[src/rtl/ram_arbiter.sv]
`default_nettype none
// ============================================================================
//  Module      : ram_arbiter
//  Description : Two-port round-robin arbiter in front of a single-port data
//                RAM (registered address, one-cycle read latency). Supports
//                locked bursts of up to MAX_BURST consecutive grants.
//                Optional grant/conflict statistics when the macro
//                RAM_ARB_STATS_EN is defined.
//  Revision    : 1.0 - initial release
// ============================================================================
module ram_arbiter #(
    parameter int ADDR_W    = 10,
    parameter int DATA_W    = 32,
    parameter int MAX_BURST = 4
) (
    input  logic              clk,
    input  logic              reset,
    input  logic              req0,
    input  logic              req1,
    input  logic              we0,
    input  logic              we1,
    input  logic              lock0,
    input  logic              lock1,
    input  logic [ADDR_W-1:0] addr0,
    input  logic [ADDR_W-1:0] addr1,
    input  logic [DATA_W-1:0] wdata0,
    input  logic [DATA_W-1:0] wdata1,
    output logic              gnt0,
    output logic              gnt1,
    output logic              rvalid0,
    output logic              rvalid1,
    output logic [DATA_W-1:0] rdata0,
    output logic [DATA_W-1:0] rdata1,
    output logic [ADDR_W-1:0] ram_address,
    output logic [DATA_W-1:0] ram_data,
    output logic              ram_rden,
    output logic              ram_wren,
    input  logic [DATA_W-1:0] ram_q
`ifdef RAM_ARB_STATS_EN
    ,
    output logic [15:0]       gnt_count0,
    output logic [15:0]       gnt_count1,
    output logic [15:0]       conflict_count
`endif
);

    localparam int                 CNT_W       = $clog2(MAX_BURST + 1);
    localparam logic [CNT_W-1:0]   C_MAX_BURST = CNT_W'(MAX_BURST);
    localparam logic [CNT_W-1:0]   C_CNT_ONE   = CNT_W'(1);

    typedef enum logic [1:0] {
        S_NONE = 2'd0,
        S_OWN0 = 2'd1,
        S_OWN1 = 2'd2
    } owner_t;

    owner_t           r_owner;
    owner_t           w_owner_nxt;
    logic             r_last_gnt;
    logic             w_last_gnt_nxt;
    logic [CNT_W-1:0] r_burst_cnt;
    logic [CNT_W-1:0] w_burst_cnt_nxt;
    logic [CNT_W-1:0] w_cnt_inc;
    logic             w_hold0;
    logic             w_hold1;
    logic             w_gnt0;
    logic             w_gnt1;
    logic             r_rvalid0;
    logic             r_rvalid1;

    // Arbitration state register: owner, round-robin pointer and burst count
    always_ff @(posedge clk or posedge reset) begin
        if (reset) begin
            r_owner     <= S_NONE;
            r_last_gnt  <= 1'b1;
            r_burst_cnt <= '0;
        end else begin
            r_owner     <= w_owner_nxt;
            r_last_gnt  <= w_last_gnt_nxt;
            r_burst_cnt <= w_burst_cnt_nxt;
        end
    end

    // Grant decision and next-state computation; ownership falls back to
    // NONE whenever no grant extends it, so a dropped owner request releases
    // the lock in the same cycle.
    always_comb begin
        w_gnt0          = 1'b0;
        w_gnt1          = 1'b0;
        w_owner_nxt     = S_NONE;
        w_last_gnt_nxt  = r_last_gnt;
        w_burst_cnt_nxt = '0;
        w_cnt_inc       = C_CNT_ONE;
        w_hold0         = (r_owner == S_OWN0) && req0;
        w_hold1         = (r_owner == S_OWN1) && req1;

        if (reset) begin
            w_gnt0 = 1'b0;
            w_gnt1 = 1'b0;
        end else if (w_hold0) begin
            w_gnt0 = 1'b1;
        end else if (w_hold1) begin
            w_gnt1 = 1'b1;
        end else if (req0 && req1) begin
            // Tie: the port that did not win last time goes first
            if (r_last_gnt) begin
                w_gnt0 = 1'b1;
            end else begin
                w_gnt1 = 1'b1;
            end
        end else if (req0) begin
            w_gnt0 = 1'b1;
        end else if (req1) begin
            w_gnt1 = 1'b1;
        end

        // Continuing a locked burst extends the count, a fresh grant starts at 1
        if ((w_gnt0 && w_hold0) || (w_gnt1 && w_hold1)) begin
            w_cnt_inc = r_burst_cnt + C_CNT_ONE;
        end

        if (w_gnt0) begin
            w_last_gnt_nxt = 1'b0;
            if (lock0 && (w_cnt_inc < C_MAX_BURST)) begin
                w_owner_nxt     = S_OWN0;
                w_burst_cnt_nxt = w_cnt_inc;
            end
        end else if (w_gnt1) begin
            w_last_gnt_nxt = 1'b1;
            if (lock1 && (w_cnt_inc < C_MAX_BURST)) begin
                w_owner_nxt     = S_OWN1;
                w_burst_cnt_nxt = w_cnt_inc;
            end
        end
    end

    // RAM command mux: the winner of this cycle drives the RAM directly
    always_comb begin
        ram_address = '0;
        ram_data    = '0;
        ram_rden    = 1'b0;
        ram_wren    = 1'b0;
        if (w_gnt0) begin
            ram_address = addr0;
            ram_data    = wdata0;
            ram_wren    = we0;
            ram_rden    = ~we0;
        end else if (w_gnt1) begin
            ram_address = addr1;
            ram_data    = wdata1;
            ram_wren    = we1;
            ram_rden    = ~we1;
        end
    end

    // Read-valid pipeline matching the RAM's one-cycle read latency
    always_ff @(posedge clk or posedge reset) begin
        if (reset) begin
            r_rvalid0 <= 1'b0;
            r_rvalid1 <= 1'b0;
        end else begin
            r_rvalid0 <= w_gnt0 & ~we0;
            r_rvalid1 <= w_gnt1 & ~we1;
        end
    end

    assign gnt0    = w_gnt0;
    assign gnt1    = w_gnt1;
    assign rvalid0 = r_rvalid0;
    assign rvalid1 = r_rvalid1;
    assign rdata0  = r_rvalid0 ? ram_q : '0;
    assign rdata1  = r_rvalid1 ? ram_q : '0;

`ifdef RAM_ARB_STATS_EN
    logic [15:0] r_gnt_count0;
    logic [15:0] r_gnt_count1;
    logic [15:0] r_conflict_count;
    logic        w_conflict;

    assign w_conflict = (req0 & ~w_gnt0) | (req1 & ~w_gnt1);

    // Saturating grant and denied-request counters
    always_ff @(posedge clk or posedge reset) begin
        if (reset) begin
            r_gnt_count0     <= '0;
            r_gnt_count1     <= '0;
            r_conflict_count <= '0;
        end else begin
            if (w_gnt0 && (r_gnt_count0 != 16'hFFFF)) begin
                r_gnt_count0 <= r_gnt_count0 + 16'd1;
            end
            if (w_gnt1 && (r_gnt_count1 != 16'hFFFF)) begin
                r_gnt_count1 <= r_gnt_count1 + 16'd1;
            end
            if (w_conflict && (r_conflict_count != 16'hFFFF)) begin
                r_conflict_count <= r_conflict_count + 16'd1;
            end
        end
    end

    assign gnt_count0     = r_gnt_count0;
    assign gnt_count1     = r_gnt_count1;
    assign conflict_count = r_conflict_count;
`endif

endmodule
`default_nettype wire

[config.mk]
export PLATFORM = sky130hd
export DESIGN_NAME = ram_arbiter
export DESIGN_NICKNAME = d
export VERILOG_FILES = /design/src/rtl/ram_arbiter.sv
export SDC_FILE = /design/constraint.sdc
export NUM_CORES = 1
export LEC_CHECK = 0
export CORE_AREA = 2 2 92 94
export CTS_BUF_LIST = sky130_fd_sc_hd__clkbuf_4
export CTS_CLUSTER_SIZE = 10
export DETAILED_ROUTE_END_ITERATION = 8
export DIE_AREA = 0 0 94 96
export GPL_TIMING_DRIVEN = 0
export MAX_ROUTING_LAYER = met4
export PLACE_DENSITY_LB_ADDON = 0.3
export SLEW_MARGIN = 15
export SYNTH_ARGS = -nofsm -noshare
export SYNTH_HDL_FRONTEND = slang
export SYNTH_SLANG_ARGS = --single-unit
[constraint.sdc]
create_clock -name clk -period 5.2 [get_ports clk]
set_clock_uncertainty 0.15 [all_clocks]
set_input_delay 0.52 -clock clk [delete_from_list [all_inputs] [get_ports clk]]
set_output_delay 0.52 -clock clk [all_outputs]
set_load 0.02 [all_outputs]
==> results_dict.tcl, run 1 <==
set metrics [dict create \
    gp_congestion 0.8299 \
    cts_setup_buffers 0 \
    p_comb_frac 0.719 \
    rsz0062_at_grt "false" \
    cts_root_buffer "clkbuf_4" \
    area.growth.synth_to_final_pct 196.2 \
    seq_power_share 0.159 \
    crit_chain "clkdlybuf4s50_1, inv_1, o311a_1, buf_6, buf_6, a22o_1, clkdlybuf4s50_1" \
    cts_buffers 3 \
    wirelength_mm 6.587 \
    netlist_area_sq_um 1281 \
    dp.cells 501 \
    drtPass1Iterations 4 \
    critPathBufInv 5 \
    final_common_cell "clkdlybuf4s50_1" \
    critical_path_arrival_ns 2.69 \
    layout-drive-gt1-share 0.04000 \
    ys_warn_count 0 \
    clk-insertion-delay-late_ns 0.25 \
    grt_pass1_wl_mm 9.039 \
    drcViolationCount 0 \
    hold_ws_ns 0.3376 \
    syn-mean-instance-area_sq_um 7.958 \
    ys_types 26 \
    ys.flop_type "dfrtp_1" \
    async_reset_ff_frac 1.000 \
    overflow 0 \
    power.density_nw_per_um2 118.4 \
    switchingPower_uw 153.1 \
    max_cap_violations 0 \
    cpPeakStageDelay_ns 0.61 \
    die-width_microns 94 \
    critPathCaptureType "output port" \
    setup_tns_ns 0 \
    holdBufCountCts 0 \
    layout_worst_path_cycle_share 0.6470 \
    multi_input_area_sq_um 952.2 \
    maxSlewViolCount 0 \
    leakage_uw 0.001497 \
    setup_viol 0 \
    worstPathRequired_ns 4.53 \
    clockPowerShare 0.122 \
    grt_max_degree 11 \
    rows 33 \
    synth_seq_cells 8 \
    p_sw_frac 0.3408 \
    clockBufferDepth 2 \
    fin_nets 526 \
    die_h_microns 96 \
    synth_top_area_cell "and2_1" \
    dp_hpwl_mm 5.873 \
    synth_cells 161 \
    clk_pin_slew_worst_paths_ns 0.05 \
    via_count 2104 \
    path_class "input pin to output port" \
    routed_via_density 4.166 \
    synth.area.top_cells "and2_1 (32%), a22o_1 (29%), dfrtp_1 (14%), buf_6 (4.4%), buf_4 (2.9%)" \
    io_buffers 235 \
    hold_path_class "flop to flop" \
    cts_resized 0 \
    finalHoldViolations 0 \
    die_area_sq_um 9024 \
    start_util 0.1591 \
    path_max_fanout 10 \
    intPower_uw 296.2 \
    wl_per_cell_microns 13.04 \
    netlist.area_leader.share 0.3174 \
    max_freq_mhz 297.2 \
    core-area_sq_um 8051 \
    fin_crit_ns 3.365 \
    regArea_sq_um 201.4 \
    vdd_ir_drop_max_uv 86.47 \
    synth_edf_count 0 \
    ant_nets 0 \
    cts_tree "yes" \
    slowest_stage "clkdlybuf4s50_1" \
    ios 236 \
    status "complete, no violations" \
    path_delay_family "buffers and inverters" \
    numClockSinks 8 \
    synth_nets 286 \
    htree_levels 1 \
    antenna_found_initial 0 \
    track_usage 0.1287 \
    n_fill_cell 809 \
    instances_no_fill 505 \
    final_cell_mix "clkdlybuf4s50_1 (235), and2_1 (65), a22o_1 (43)" \
    grt_pass1_vias 1925 \
    n_antenna_cell 0 \
    drt_iter0_markers 21 \
    start_kind "input pin" \
    synth-seq-area-share 0.1572 \
]
[registers in the layout, summed over array words and instances, names as in the netlist]
| name | count |
|---|---|
| r_last_gnt | 1 |
| r_owner | 2 |
| r_burst_cnt | 3 |
| rvalid1 | 1 |
| rvalid0 | 1 |
[Yosys cell counts, types with 2 or more instances]
library cell,n
a22o_1,43
nand2b_1,2
dfrtp_1,7
nor2_1,4
inv_1,3
clkbuf_1,6
buf_4,5
nor2b_1,2
buf_6,5
and2_1,65
nand2_1,4
[logic make-up after synthesis]
kind of cell	after synthesis	share of synthesized area
xor+xnor	1	0.006837
compound gates	50	0.3408
buf+inv	19	0.09961
simple gates	81	0.3828
other cells	1	0.002927
fa+ha+maj	1	0.009764
flops	8	0.1572
[area by class of cell]
type | count | share of cell area
well taps | 105 | 0.03462
repair buffers | 235 | 0.6198
multi-input cells | 134 | 0.2509
clock buffers | 4 | 0.007913
inverters | 3 | 0.002967
flip-flops and latches | 8 | 0.05308
plain buffers | 16 | 0.03066
[worst reg2reg max path, cell delays in order, from the launching register on]
cell and delay, ns:
dfstp_2 0.54, nor2_1 0.07, a221oi_2 0.36, buf_4 0.25, buf_4 0.19, nand2_1 0.06
nor2_1 0.08
[metrics by stage]
| step | total power [uW] | setup slack, ns | cell area, sq um | util |
|---|---|---|---|---|
| after floorplan | 202.3 | 3.006 | 1281 | - |
| after global placement | 396.6 | 1.814 | 3765 | 0.4676 |
| after detailed placement | 398.9 | 1.794 | 3765 | 0.4676 |
| after CTS | 457.3 | 1.790 | 3795 | 0.4713 |
| after global routing | 478.4 | 1.697 | 3795 | 0.4713 |
| final | 449.3 | 1.835 | 3795 | 0.4713 |
[path summary, 6_finish.rpt]
path                                         from                        to  slack, ns  cells past startpoint
setup / recovery                            reset              ram_data[30]       1.84                      7
hold / removal             r_last_gnt$_DFFE_PP1P_    r_last_gnt$_DFFE_PP1P_       0.34                      2
setup reg to reg           r_last_gnt$_DFFE_PP1P_      r_owner[0]$_DFF_PP0_       3.43                      6
hold reg to reg            r_last_gnt$_DFFE_PP1P_    r_last_gnt$_DFFE_PP1P_       0.34                      2
max in group asynchronous                   reset    r_last_gnt$_DFFE_PP1P_       4.11                      2
min in group asynchronous                   reset  r_burst_cnt[0]$_DFF_PP0_       0.49                      2
[metal layers]
layer,global-route usage,share of wire,wire (microns),vias up
met1,0.1364,0.36,2371,908
met2,0.2429,0.52,3396,144
met3,0.03759,0.12,788,2
met5,-,0,0,-
li1,-,-,-,1050
met4,0.01812,0.0044,29,0
[power groups by stage]
stage	Combinational [uW]	Clock, uW	Sequential, uW
2_1_floorplan	130	0	72.4
3_3_place_gp	324	0	72.4
3_5_place_dp	326	0	72.7
4_1_cts	327	58.5	71.6
5_1_grt	344	62.1	72.1
6_report	323	54.6	71.5
Note: power is estimated with default switching activity, not from simulation.
==> run 2: changes to the inputs <==
--- a/config.mk
+++ b/config.mk
@@ -5,11 +5,11 @@
 export SDC_FILE = /design/constraint.sdc
 export NUM_CORES = 1
 export LEC_CHECK = 0
-export CORE_AREA = 2 2 92 94
+export CORE_AREA = 2 2 91 93
 export CTS_BUF_LIST = sky130_fd_sc_hd__clkbuf_4
 export CTS_CLUSTER_SIZE = 10
 export DETAILED_ROUTE_END_ITERATION = 8
-export DIE_AREA = 0 0 94 96
+export DIE_AREA = 0 0 93 95
 export GPL_TIMING_DRIVEN = 0
 export MAX_ROUTING_LAYER = met4
 export PLACE_DENSITY_LB_ADDON = 0.3
==> constraint.sdc (replaced) <==
create_clock -name clk -period 2.7 [get_ports clk]
set_clock_uncertainty 0.15 [all_clocks]
set_input_delay 0.27 -clock clk [delete_from_list [all_inputs] [get_ports clk]]
set_output_delay 0.27 -clock clk [all_outputs]
set_load 0.02 [all_outputs]
==> results_dict.tcl, run 2 (synthesis results as in run 1) <==
set metrics [dict create \
    multi_input_area_sq_um 963.4 \
    setup_viol 0 \
    die_area_sq_um 8835 \
    io_buffers 235 \
    drt_iter0_markers 30 \
    via_count 2133 \
    largest-register "r_burst_cnt" \
    n_fill_cell 808 \
    cts_buffers 3 \
    overflow 0 \
    rsz0062_at_grt "false" \
    hold_path_class "input pin to asynchronous set/reset pin" \
    die_h_microns 95 \
    ios 236 \
    largest_reg_flops 3 \
    clk-insertion-delay-late_ns 0.26 \
    critical_path_arrival_ns 2.13 \
    die-width_microns 93 \
    grt_pass1_vias 2045 \
    final_common_cell "clkdlybuf4s50_1" \
    grt_pass1_wl_mm 10.05 \
    cts_tree "yes" \
    n_antenna_cell 0 \
    layout_worst_path_cycle_share 0.9433 \
    path_class "input pin to output port" \
    pre_cts_ws_ns -0.2169 \
    final_cell_mix "clkdlybuf4s50_1 (190), and2_1 (65), a22o_1 (43)" \
    routed_via_density 4.224 \
    dp_hpwl_mm 6.140 \
    cts_root_buffer "clkbuf_4" \
    rows 33 \
    clk_pin_slew_worst_paths_ns 0.06 \
    area.growth.synth_to_final_pct 195.2 \
    numClockSinks 8 \
    drtPass1Iterations 3 \
    worstPathRequired_ns 2.28 \
    finalHoldViolations 0 \
    ant_nets 0 \
    grt_max_degree 11 \
    vdd_ir_drop_max_uv 112.0 \
    antenna_found_initial 0 \
    timing.rr.start "r_last_gnt$_DFFE_PP1P_" \
    status "complete, no violations" \
    reg2reg_slack_ns 0.99 \
    htree_levels 1 \
    regArea_sq_um 201.4 \
    gp_congestion 0.7558 \
    maxSlewViolCount 0 \
    r2r_end "r_owner[0]$_DFF_PP0_" \
    cts_setup_buffers 0 \
    fin_nets 526 \
    layout_setup_ws_ns 0.1531 \
    start_util 0.1616 \
    path_max_fanout 10 \
    max_freq_mhz 392.6 \
    wl_per_cell_microns 13.83 \
    start_kind "input pin" \
    max_cap_violations 0 \
    worst_r2r_path_depth 6 \
    core-area_sq_um 7928 \
    leakage_uw 0.001742 \
    top_regs "r_burst_cnt x3, r_owner x2" \
    track_usage 0.1459 \
    critPathCaptureType "output port" \
    power_uw 837.7 \
    fin_crit_ns 2.547 \
    drcViolationCount 0 \
    holdBufCountCts 0 \
    layout-drive-gt1-share 0.04250 \
    clockBufferDepth 2 \
    wirelength_mm 6.985 \
    power.density_nw_per_um2 221.5 \
]
-- run 2: per-layer routing --
layer	up-vias	wire, microns	global-route usage
met3	5	732	0.04070
met1	941	2537	0.1504
met4	0	30	0.01838
met5	-	0	-
met2	141	3685	0.2826
li1	1046	-	-
-- run 2: final cells by class --
| type | count | share of cell area |
|---|---|---|
| Tap cell | 105 | 0.03473 |
| Multi-Input combinational cell | 134 | 0.2547 |
| Buffer | 16 | 0.03176 |
| Clock buffer | 4 | 0.007939 |
| Inverter | 3 | 0.003639 |
| Sequential cell | 8 | 0.05326 |
| Timing Repair Buffer | 235 | 0.6140 |
-- run 2: power by group --
part / switching, uW / leakage [uW] / internal, uW
Combinational: 251 / 0.00162 / 340
Sequential: 7.60 / 0.000104 / 130
Clock: 41.8 / 0.0000184 / 66.6
Total: 301 / 0.00174 / 537
-- run 2: what timing repair did --
item	4_1_cts	5_1_grt
endpoints found under the setup margin	45	8
pin swaps	0	0
gates resized for setup	41	8
-- run 2: worst max-delay path by stage --
stage / from / endpoint / slack, ns / depth (start not counted)
final: reset / gnt1 / 0.15 / 6
after global routing: req1 / ram_data[25] / 0.006 / 7
after CTS: req1 / ram_wren / 0.02 / 6
after detailed placement: req1 / ram_data[24] / -0.22 / 7
after global placement: req1 / ram_data[24] / -0.20 / 7
after floorplan: r_last_gnt$_DFFE_PP1P_ / ram_data[24] / 0.76 / 5
-- run 2: per-stage QoR --
step           hold WS (ns)  instances  setup TNS (ns)    util  cell area (sq um)
4_1_cts              0.1672        505               0  0.4746               3762
6_report             0.1715        505               0  0.4771               3782
2_1_floorplan      -0.05688        161               0       -               1281
3_5_place_dp         0.3377        501          -6.880  0.4749               3765
5_1_grt              0.1891        505               0  0.4771               3782
3_3_place_gp         0.3334        501          -5.937  0.4749               3765
-- run 2: critical path: stages --
cell,delay (ns)
clkdlybuf4s50_1,0.50
inv_4,0.15
o311a_1,0.25
buf_6,0.18
buf_6,0.15
clkdlybuf4s50_1,0.61
==> run 3: changes to the inputs <==
--- a/config.mk
+++ b/config.mk
@@ -6,13 +6,13 @@
 export NUM_CORES = 1
 export LEC_CHECK = 0
 export CORE_AREA = 2 2 91 93
-export CTS_BUF_LIST = sky130_fd_sc_hd__clkbuf_4
+export CTS_BUF_LIST = sky130_fd_sc_hd__clkbuf_8
 export CTS_CLUSTER_SIZE = 10
 export DETAILED_ROUTE_END_ITERATION = 8
 export DIE_AREA = 0 0 93 95
 export GPL_TIMING_DRIVEN = 0
 export MAX_ROUTING_LAYER = met4
-export PLACE_DENSITY_LB_ADDON = 0.3
+export PLACE_DENSITY = 0.7
 export SLEW_MARGIN = 15
 export SYNTH_ARGS = -nofsm -noshare
 export SYNTH_HDL_FRONTEND = slang
==> results_dict.tcl, run 3 (synthesis results as in run 1) <==
set metrics [dict create \
    leakage_uw 0.001687 \
    ios 236 \
    track_usage 0.1463 \
    clk-insertion-delay-late_ns 0.23 \
    slowest_stage "clkdlybuf4s50_1" \
    ant_nets 0 \
    n_fill_cell 780 \
    core-area_sq_um 7928 \
    area.growth.synth_to_final_pct 195.1 \
    drtPass1Iterations 4 \
    grt_max_degree 11 \
    maxSlewViolCount 0 \
    antenna_found_initial 0 \
    power.density_nw_per_um2 231.5 \
    final_cell_mix "clkdlybuf4s50_1 (193), and2_1 (65), a22o_1 (43)" \
    path_class "input pin to output port" \
    start_util 0.1616 \
    die_h_microns 95 \
    cts_tree "yes" \
    critPathCaptureType "output port" \
    clockBufferDepth 2 \
    final_common_cell "clkdlybuf4s50_1" \
    die_area_sq_um 8835 \
    n_antenna_cell 0 \
    wl_per_cell_microns 13.62 \
    vdd_ir_drop_max_uv 136.4 \
    largest_reg_flops 3 \
    reg2reg_slack_ns 0.94 \
    fin_crit_ns 2.612 \
    max_cap_violations 0 \
    finalHoldViolations 0 \
    crit_chain "clkdlybuf4s50_1, and2_1, a221oi_2, buf_4, buf_4, buf_4, a22o_1, dlygate4sd2_1" \
    hold_path_class "input pin to asynchronous set/reset pin" \
    dp.cells 501 \
    drcViolationCount 0 \
    top_regs "r_burst_cnt x3, r_owner x2" \
    timing.rr.start "r_last_gnt$_DFFE_PP1P_" \
    gp_congestion 0.7214 \
    cts_buffers 3 \
    wirelength_mm 6.905 \
    cpPeakStageDelay_ns 0.47 \
    grt_pass1_vias 2091 \
    via_count 2135 \
    grt_pass1_wl_mm 10.22 \
    fin_nets 528 \
    worstPathRequired_ns 2.28 \
    drt_iter0_markers 26 \
    numClockSinks 8 \
    largest-register "r_burst_cnt" \
    clk_pin_slew_worst_paths_ns 0.04 \
    hold_ws_ns 0.2070 \
    status "complete, no violations" \
    worst_r2r_path_depth 4 \
    setup_tns_ns 0 \
    dp_hpwl_mm 6.119 \
    routed_via_density 4.211 \
    io_buffers 235 \
    crit_path_start "req1" \
    power_uw 875.2 \
    layout-drive-gt1-share 0.04478 \
    cp_common_cell "buf_4" \
    rsz0062_at_grt "true" \
    cts_root_buffer "clkbuf_8" \
    overflow 0 \
    htree_levels 1 \
    rows 33 \
    setup_viol 0 \
    r2r_end "r_burst_cnt[1]$_DFF_PP0_" \
    instances_no_fill 507 \
    die-width_microns 93 \
    path_max_fanout 10 \
    max_freq_mhz 382.8 \
    critical_path_arrival_ns 2.19 \
    start_kind "input pin" \
    layout_worst_path_cycle_share 0.9675 \
]
-- run 3: worst max path at each step --
stage	cells past startpoint	slack (ns)	endpoint
CTS	7	0.01	ram_data[31]
global placement	7	-0.17	ram_data[20]
detailed placement	7	-0.17	ram_data[20]
global route	6	-0.005	ram_wren
finish	8	0.09	ram_data[4]
floorplan	5	0.76	ram_data[24]
-- run 3: where the power goes --
part / switching [uW] / internal (uW) / total (uW) / leakage [uW]
logic: 249 / 341 / 589 / 0.00156
clock network: 48.0 / 98.5 / 147 / 0.0000269
registers: 8.68 / 131 / 139 / 0.000104
-- run 3: layout make-up --
class	instances	area, sq um	area share
Tap cell	105	131.4	0.03475
Multi-Input combinational cell	134	952.2	0.2518
Timing Repair Buffer	237	2323	0.6145
Buffer	16	116.4	0.03077
Sequential cell	8	201.4	0.05328
Inverter	3	11.26	0.002978
Clock inverter	1	3.754	0.0009927
Clock buffer	3	41.29	0.01092
-- run 3: repair_timing --
item / CTS / global route
resized for setup: 41 / 3
hold buffers: 0 / 0
setup buffers: 2 / 0
endpoints found under the setup margin: 44 / 5
gates cloned: 0 / 0
-- run 3: worst max-delay path: cells and delay by family --
kind,cells,cell delay (ns)
buffers and inverters,5,1.32
and+or+nand+nor,1,0.17
AOI/OAI and AO/OA,2,0.44
-- run 3: per-layer routing --
layer  wire [microns]  global-route usage  vias to the layer above
met5                0                   -                        -
met4               59             0.03309                        0
met3              689             0.03272                        6
met2             3667              0.2820                      137
met1             2488              0.1512                      939
li1                 -                   -                     1053
-- run 3: stage by stage --
step / area [sq um] / utilization / setup slack, ns
after floorplan: 1281 / - / 0.7587
after global placement: 3765 / 0.4749 / -0.1680
after detailed placement: 3765 / 0.4749 / -0.1690
after CTS: 3775 / 0.4762 / 0.009928
after global routing: 3781 / 0.4770 / -0.005423
final: 3781 / 0.4770 / 0.08780
